### src/rtl/rr_mux_arbiter4_pkg.sv
// Shared types and constants for the four-way round-robin channel arbiter.
package rr_mux_arbiter4_pkg;

    localparam int NUM_REQ    = 4;
    localparam int HOLD_CNT_W = 8;

    typedef enum logic {
        ST_IDLE  = 1'b0,
        ST_GRANT = 1'b1
    } state_e;

endpackage

### src/rtl/mux4.sv
// Generic W-bit 4:1 mux primitive.
// Purely combinational, no backpressure.
module mux4 #(
    parameter int W = 8
) (
    input  logic [1:0]   sel,
    input  logic [W-1:0] d0,
    input  logic [W-1:0] d1,
    input  logic [W-1:0] d2,
    input  logic [W-1:0] d3,
    output logic [W-1:0] y
);

    always_comb begin
        y = d0;
        case (sel)
            2'd0: y = d0;
            2'd1: y = d1;
            2'd2: y = d2;
            2'd3: y = d3;
            default: y = d0;
        endcase
    end

endmodule

### src/rtl/rr_mux_arbiter4_pick4.sv
// Rotating priority picker: first set req bit at or above ptr, wrapping 3->0.
// Purely combinational, no backpressure.
module rr_pick4
    import rr_mux_arbiter4_pkg::*;
(
    input  logic [NUM_REQ-1:0] req,
    input  logic [1:0]         ptr,
    output logic [1:0]         winner,
    output logic               any_req
);

    logic       found;
    logic [1:0] idx;

    always_comb begin
        winner  = ptr;
        any_req = |req;
        found   = 1'b0;
        idx     = ptr;
        for (int k = 0; k < NUM_REQ; k++) begin
            idx = ptr + 2'(k);
            if (!found && req[idx]) begin
                winner = idx;
                found  = 1'b1;
            end
        end
    end

endmodule

### src/rtl/rr_mux_arbiter4.sv
// Round-robin arbiter steering one of four requesters onto a shared channel.
// Grant 1 cycle after req; one IDLE bubble per release; no preemption, optional hold limit.
module rr_mux_arbiter4
    import rr_mux_arbiter4_pkg::*;
#(
    parameter int WIDTH    = 8,
    parameter int HOLD_MAX = 16
) (
    input  logic             clk,
    input  logic             reset,
    input  logic [3:0]       req,
    input  logic [WIDTH-1:0] data0,
    input  logic [WIDTH-1:0] data1,
    input  logic [WIDTH-1:0] data2,
    input  logic [WIDTH-1:0] data3,
    output logic [3:0]       grant,
    output logic [1:0]       sel,
    output logic             busy,
    output logic             out_valid,
    output logic [WIDTH-1:0] out_data,
    output logic             timeout
);

    localparam logic [HOLD_CNT_W-1:0] HOLD_LAST = HOLD_CNT_W'(HOLD_MAX - 1);
    localparam logic [HOLD_CNT_W-1:0] HOLD_SAT  = {HOLD_CNT_W{1'b1}};

    state_e                state_q, state_d;
    logic [3:0]            grant_q, grant_d;
    logic [1:0]            sel_q, sel_d;
    logic [1:0]            ptr_q, ptr_d;
    logic                  timeout_q, timeout_d;
    logic [HOLD_CNT_W-1:0] hold_cnt_q, hold_cnt_d;

    logic [1:0]            winner;
    logic                  any_req;
    logic                  limit_hit;
    logic [WIDTH-1:0]      mux_dat;

    rr_pick4 u_pick (
        .req     (req),
        .ptr     (ptr_q),
        .winner  (winner),
        .any_req (any_req)
    );

    assign limit_hit = (HOLD_MAX != 0) && (hold_cnt_q == HOLD_LAST);

    always_comb begin
        state_d    = state_q;
        grant_d    = grant_q;
        sel_d      = sel_q;
        ptr_d      = ptr_q;
        hold_cnt_d = hold_cnt_q;
        timeout_d  = 1'b0;
        case (state_q)
            ST_IDLE: begin
                if (any_req) begin
                    state_d    = ST_GRANT;
                    grant_d    = 4'b0001 << winner;
                    sel_d      = winner;
                    hold_cnt_d = '0;
                end
            end
            ST_GRANT: begin
                hold_cnt_d = (hold_cnt_q == HOLD_SAT) ? hold_cnt_q : hold_cnt_q + 1'b1;
                if (!req[sel_q] || limit_hit) begin
                    state_d   = ST_IDLE;
                    grant_d   = 4'b0000;
                    ptr_d     = sel_q + 2'd1;
                    // A dropped request wins over the limit, so only flag a still-held one.
                    timeout_d = req[sel_q];
                end
            end
            default: state_d = ST_IDLE;
        endcase
    end

    always_ff @(posedge clk) begin
        if (reset) begin
            state_q    <= ST_IDLE;
            grant_q    <= 4'b0000;
            sel_q      <= 2'd0;
            ptr_q      <= 2'd0;
            timeout_q  <= 1'b0;
            hold_cnt_q <= '0;
        end else begin
            state_q    <= state_d;
            grant_q    <= grant_d;
            sel_q      <= sel_d;
            ptr_q      <= ptr_d;
            timeout_q  <= timeout_d;
            hold_cnt_q <= hold_cnt_d;
        end
    end

    mux4 #(.W(WIDTH)) u_mux (
        .sel (sel_q),
        .d0  (data0),
        .d1  (data1),
        .d2  (data2),
        .d3  (data3),
        .y   (mux_dat)
    );

    assign grant     = grant_q;
    assign sel       = sel_q;
    assign busy      = (state_q == ST_GRANT);
    assign timeout   = timeout_q;
    assign out_valid = busy & req[sel_q];
    assign out_data  = out_valid ? mux_dat : '0;

endmodule

### config.mk
export PLATFORM = sky130hd
export DESIGN_NAME = rr_mux_arbiter4
export DESIGN_NICKNAME = d
export VERILOG_FILES = /design/src/rtl/rr_mux_arbiter4_pkg.sv /design/src/rtl/mux4.sv /design/src/rtl/rr_mux_arbiter4_pick4.sv /design/src/rtl/rr_mux_arbiter4.sv
export SDC_FILE = /design/constraint.sdc
export NUM_CORES = 1
export LEC_CHECK = 0
export CAP_MARGIN = 25
export CORE_MARGIN = 3
export CORE_UTILIZATION = 42
export DETAILED_ROUTE_END_ITERATION = 16
export PLACE_DENSITY = 0.8
export SETUP_SLACK_MARGIN = 0.3
export SYNTH_ARGS = -nofsm -noshare
export SYNTH_HDL_FRONTEND = slang
export SYNTH_SLANG_ARGS = --single-unit
### constraint.sdc
create_clock -name clk -period 2.4 [get_ports clk]
set_clock_uncertainty 0.05 [all_clocks]
set_input_delay 0.48 -clock clk [delete_from_list [all_inputs] [get_ports clk]]
set_output_delay 0.48 -clock clk [all_outputs]
set_load 0.01 [all_outputs]
==> flow_metrics.tcl, run 1 <==
set metrics [dict create \
    status "completed" \
    cellPowerDensity_mw_per_mm2 413.7 \
    post-place-ws_ns -0.3765 \
    initial_utilization 0.4440 \
    synth_edf_count 0 \
    drive_above_1_share 0.2061 \
    busiest_layer "met2" \
    fin_ws_ns 0.1478 \
    grt_use_total 0.2264 \
    synth_ff_type "dfxtp_1" \
    relSlewSlack 0.7259 \
    grt_setup_unrepaired "true" \
    final_cell_area_sq_mm 0.001989 \
    crit_required_ns 1.87 \
    synth-seq-cells 18 \
    synthCells 160 \
    drt_first_iter_violations 128 \
    grt-ovfl-total 0 \
    cts_tree "done" \
    placed_area_sq_mm 0.001869 \
    report.final.setup_viol 0 \
    dieArea_sq_mm 0.003627 \
    vias 1519 \
    syn_nets 203 \
    path_max_fanout 1 \
    vias_per_cell 5.865 \
    yosys-top-cells-count "23 x nor2_1, 18 x dfxtp_1, 17 x a21oi_1" \
    grt_max_degree 17 \
    grtUsageMet2 0.3981 \
    met3_usage 0.08423 \
    nNetsFinal 272 \
    synth_cell_types 38 \
    maxSlewViolCount 0 \
    core-area_sq_mm 0.002781 \
    dr.pass1.iters 6 \
    cp-start-kind "primary input" \
    maxCapViolCount 0 \
    fin_crit_sh 0.9384 \
    rows 19 \
    grt_pass1_vias 1415 \
    portBuffers 54 \
    clockRootBuffer "clkbuf_4" \
    nFillCells 233 \
    ys_async_sr_fraction 0 \
    max_freq_mhz 444.0 \
    cts_max_path_buffers 2 \
    multi_input_area_sq_um 874.6 \
    worst_setup_path_end_kind "primary output" \
    num_antenna_cells 0 \
    die_y_um 60.23 \
    die_w_um 60.23 \
    ff_latch_area_sq_um 369.1 \
    syn2layout_area_growth_pct 61.09 \
    dp_hpwl_mm 2.960 \
    arrival_ns 1.72 \
    gp_congestion 0.8375 \
    grt_pass1_wl_mm 6.216 \
    ios 55 \
    synth_top_area_frac 0.2918 \
    synth_area_leaders "dfxtp_1 29%, nor2_1 7.0%, a21oi_1 6.9%" \
    cts_sinks 18 \
    peakVddDrop_v 0.0003640 \
    cts_buffers 3 \
    drt-total-wl_mm 4.018 \
    yosysTopAreaCell "dfxtp_1" \
    clk-insertion-delay-late_ns 0.30 \
    reg2reg_slack_ns 0.56 \
    h-tree-depth 1 \
    use_met1 0.2438 \
    tightest_slew_ns 0.4112 \
    post-route-min-period_ns 2.252 \
    total_power_uw 823.0 \
    detail_route.wl_per_cell_um 15.51 \
    syn_area_per_cell_sq_um 7.718 \
    ant_nets 0 \
    ys_seq_area_frac 0.2918 \
    total_leakage_power_uw 0.0007503 \
    path_clk_slew_ns 0.10 \
    yosys_warnings 0 \
    route.detailed.drc 0 \
    post-synth-top-count-cell "nor2_1" \
    syn-cell-area_sq_mm 0.001235 \
    antenna_found_initial 0 \
    hold_violations 0 \
    critPathKind "primary input to primary output" \
    worst_hold_slack_ns 0.4464 \
    min_path_type "flip-flop to flip-flop" \
]
registers in the layout (all words and copies together) (netlist names):
| signal | cells |
|---|---|
| hold_cnt_q | 8 |
| ptr_q | 2 |
| grant | 4 |
| timeout | 1 |
| busy | 1 |
| sel | 2 |
final cells by class:
class / count / share of cell area
Clock buffer: 4 / 0.01824
Tap cell: 31 / 0.01950
Inverter: 7 / 0.01572
Multi-Input combinational cell: 127 / 0.4396
Sequential cell: 18 / 0.1855
Timing Repair Buffer: 72 / 0.3214
layout by cell type, fill, tap and decap left out, types with 2 or more instances in the layout:
cell             instances
nand2_4                  2
ha_4                     4
and3_1                   2
buf_6                    3
a211oi_1                 2
a31oi_1                  2
dfxtp_1                 15
nor2_1                  23
or3_1                    5
nor2b_1                  4
a222oi_1                 8
buf_4                   16
nand2_1                 12
dfxtp_4                  2
nor3_1                   4
buf_2                    8
dlygate4sd2_1            4
a21oi_1                 17
inv_1                    4
inv_4                    2
clkdlybuf4s50_1         41
o32ai_1                  5
clkbuf_4                 3
nand3_1                 13
o21ai_0                  4
where the power goes:
part | leakage (uW) | internal (uW) | switching [uW]
logic | 0.000581 | 167 | 137
clock network | 0.0000210 | 92.5 | 95.2
registers | 0.000148 | 313 | 18.4
stage by stage:
step	instances	setup TNS (ns)	util
floorplan	160	0	-
global placement	249	-3.106	0.6721
detailed placement	249	-3.322	0.6721
CTS	259	0	0.7112
global route	259	0	0.7153
finish	259	0	0.7153
logic make-up (layout without fill, tap and decap cells):
kind of cell / Yosys count / in the layout / synth area share
flip-flops: 18 / 18 / 0.2918
buffers and inverters: 16 / 83 / 0.05573
AND/OR/NAND/NOR: 71 / 72 / 0.2776
AO/OA/AOI/OAI: 47 / 47 / 0.2888
multiplexers: 3 / 3 / 0.03546
adder cells (fa/ha/maj): 5 / 5 / 0.05066
per-layer routing:
metal,share of wire,routed length (um),up-vias
met5,0,0,-
li1,-,-,740
met1,0.38,1521,690
met2,0.47,1897,80
met3,0.13,520,9
met4,0.019,78,0
worst paths after layout:
path                            startpoint  depth (start not counted)           to
worst max register to register      sel[0]                          4     ptr_q[0]
worst min register to register    grant[0]                          2     grant[0]
worst min-delay path              grant[0]                          2     grant[0]
worst max-delay path              data3[3]                          6  out_data[3]
worst max-delay path, stage by stage:
cell             delay (ns)
clkdlybuf4s50_1        0.40
a222oi_1               0.44
nor2_1                 0.09
a21oi_1                0.13
nor2_1                 0.05
buf_2                  0.13
what timing repair did:
item / 4_1_cts / 5_1_grt
cloned: 1 / 0
hold buffers: 0 / 0
resized for setup: 60 / 4
setup endpoints to repair: 9 / 10
endpoints found under the hold margin: 0 / 0
setup buffers: 5 / 0
pin swaps: 16 / 15
No activity file was read; power rests on OpenSTA's default activity.
==> run 2, diff against run 1 <==
--- a/config.mk
+++ b/config.mk
@@ -5,7 +5,7 @@
 export SDC_FILE = /design/constraint.sdc
 export NUM_CORES = 1
 export LEC_CHECK = 0
-export CAP_MARGIN = 25
+export CAP_MARGIN = 20
 export CORE_MARGIN = 3
 export CORE_UTILIZATION = 42
 export DETAILED_ROUTE_END_ITERATION = 16
==> results of run 2 <==
Final layout, timing and power as in run 1 (identical DEF).
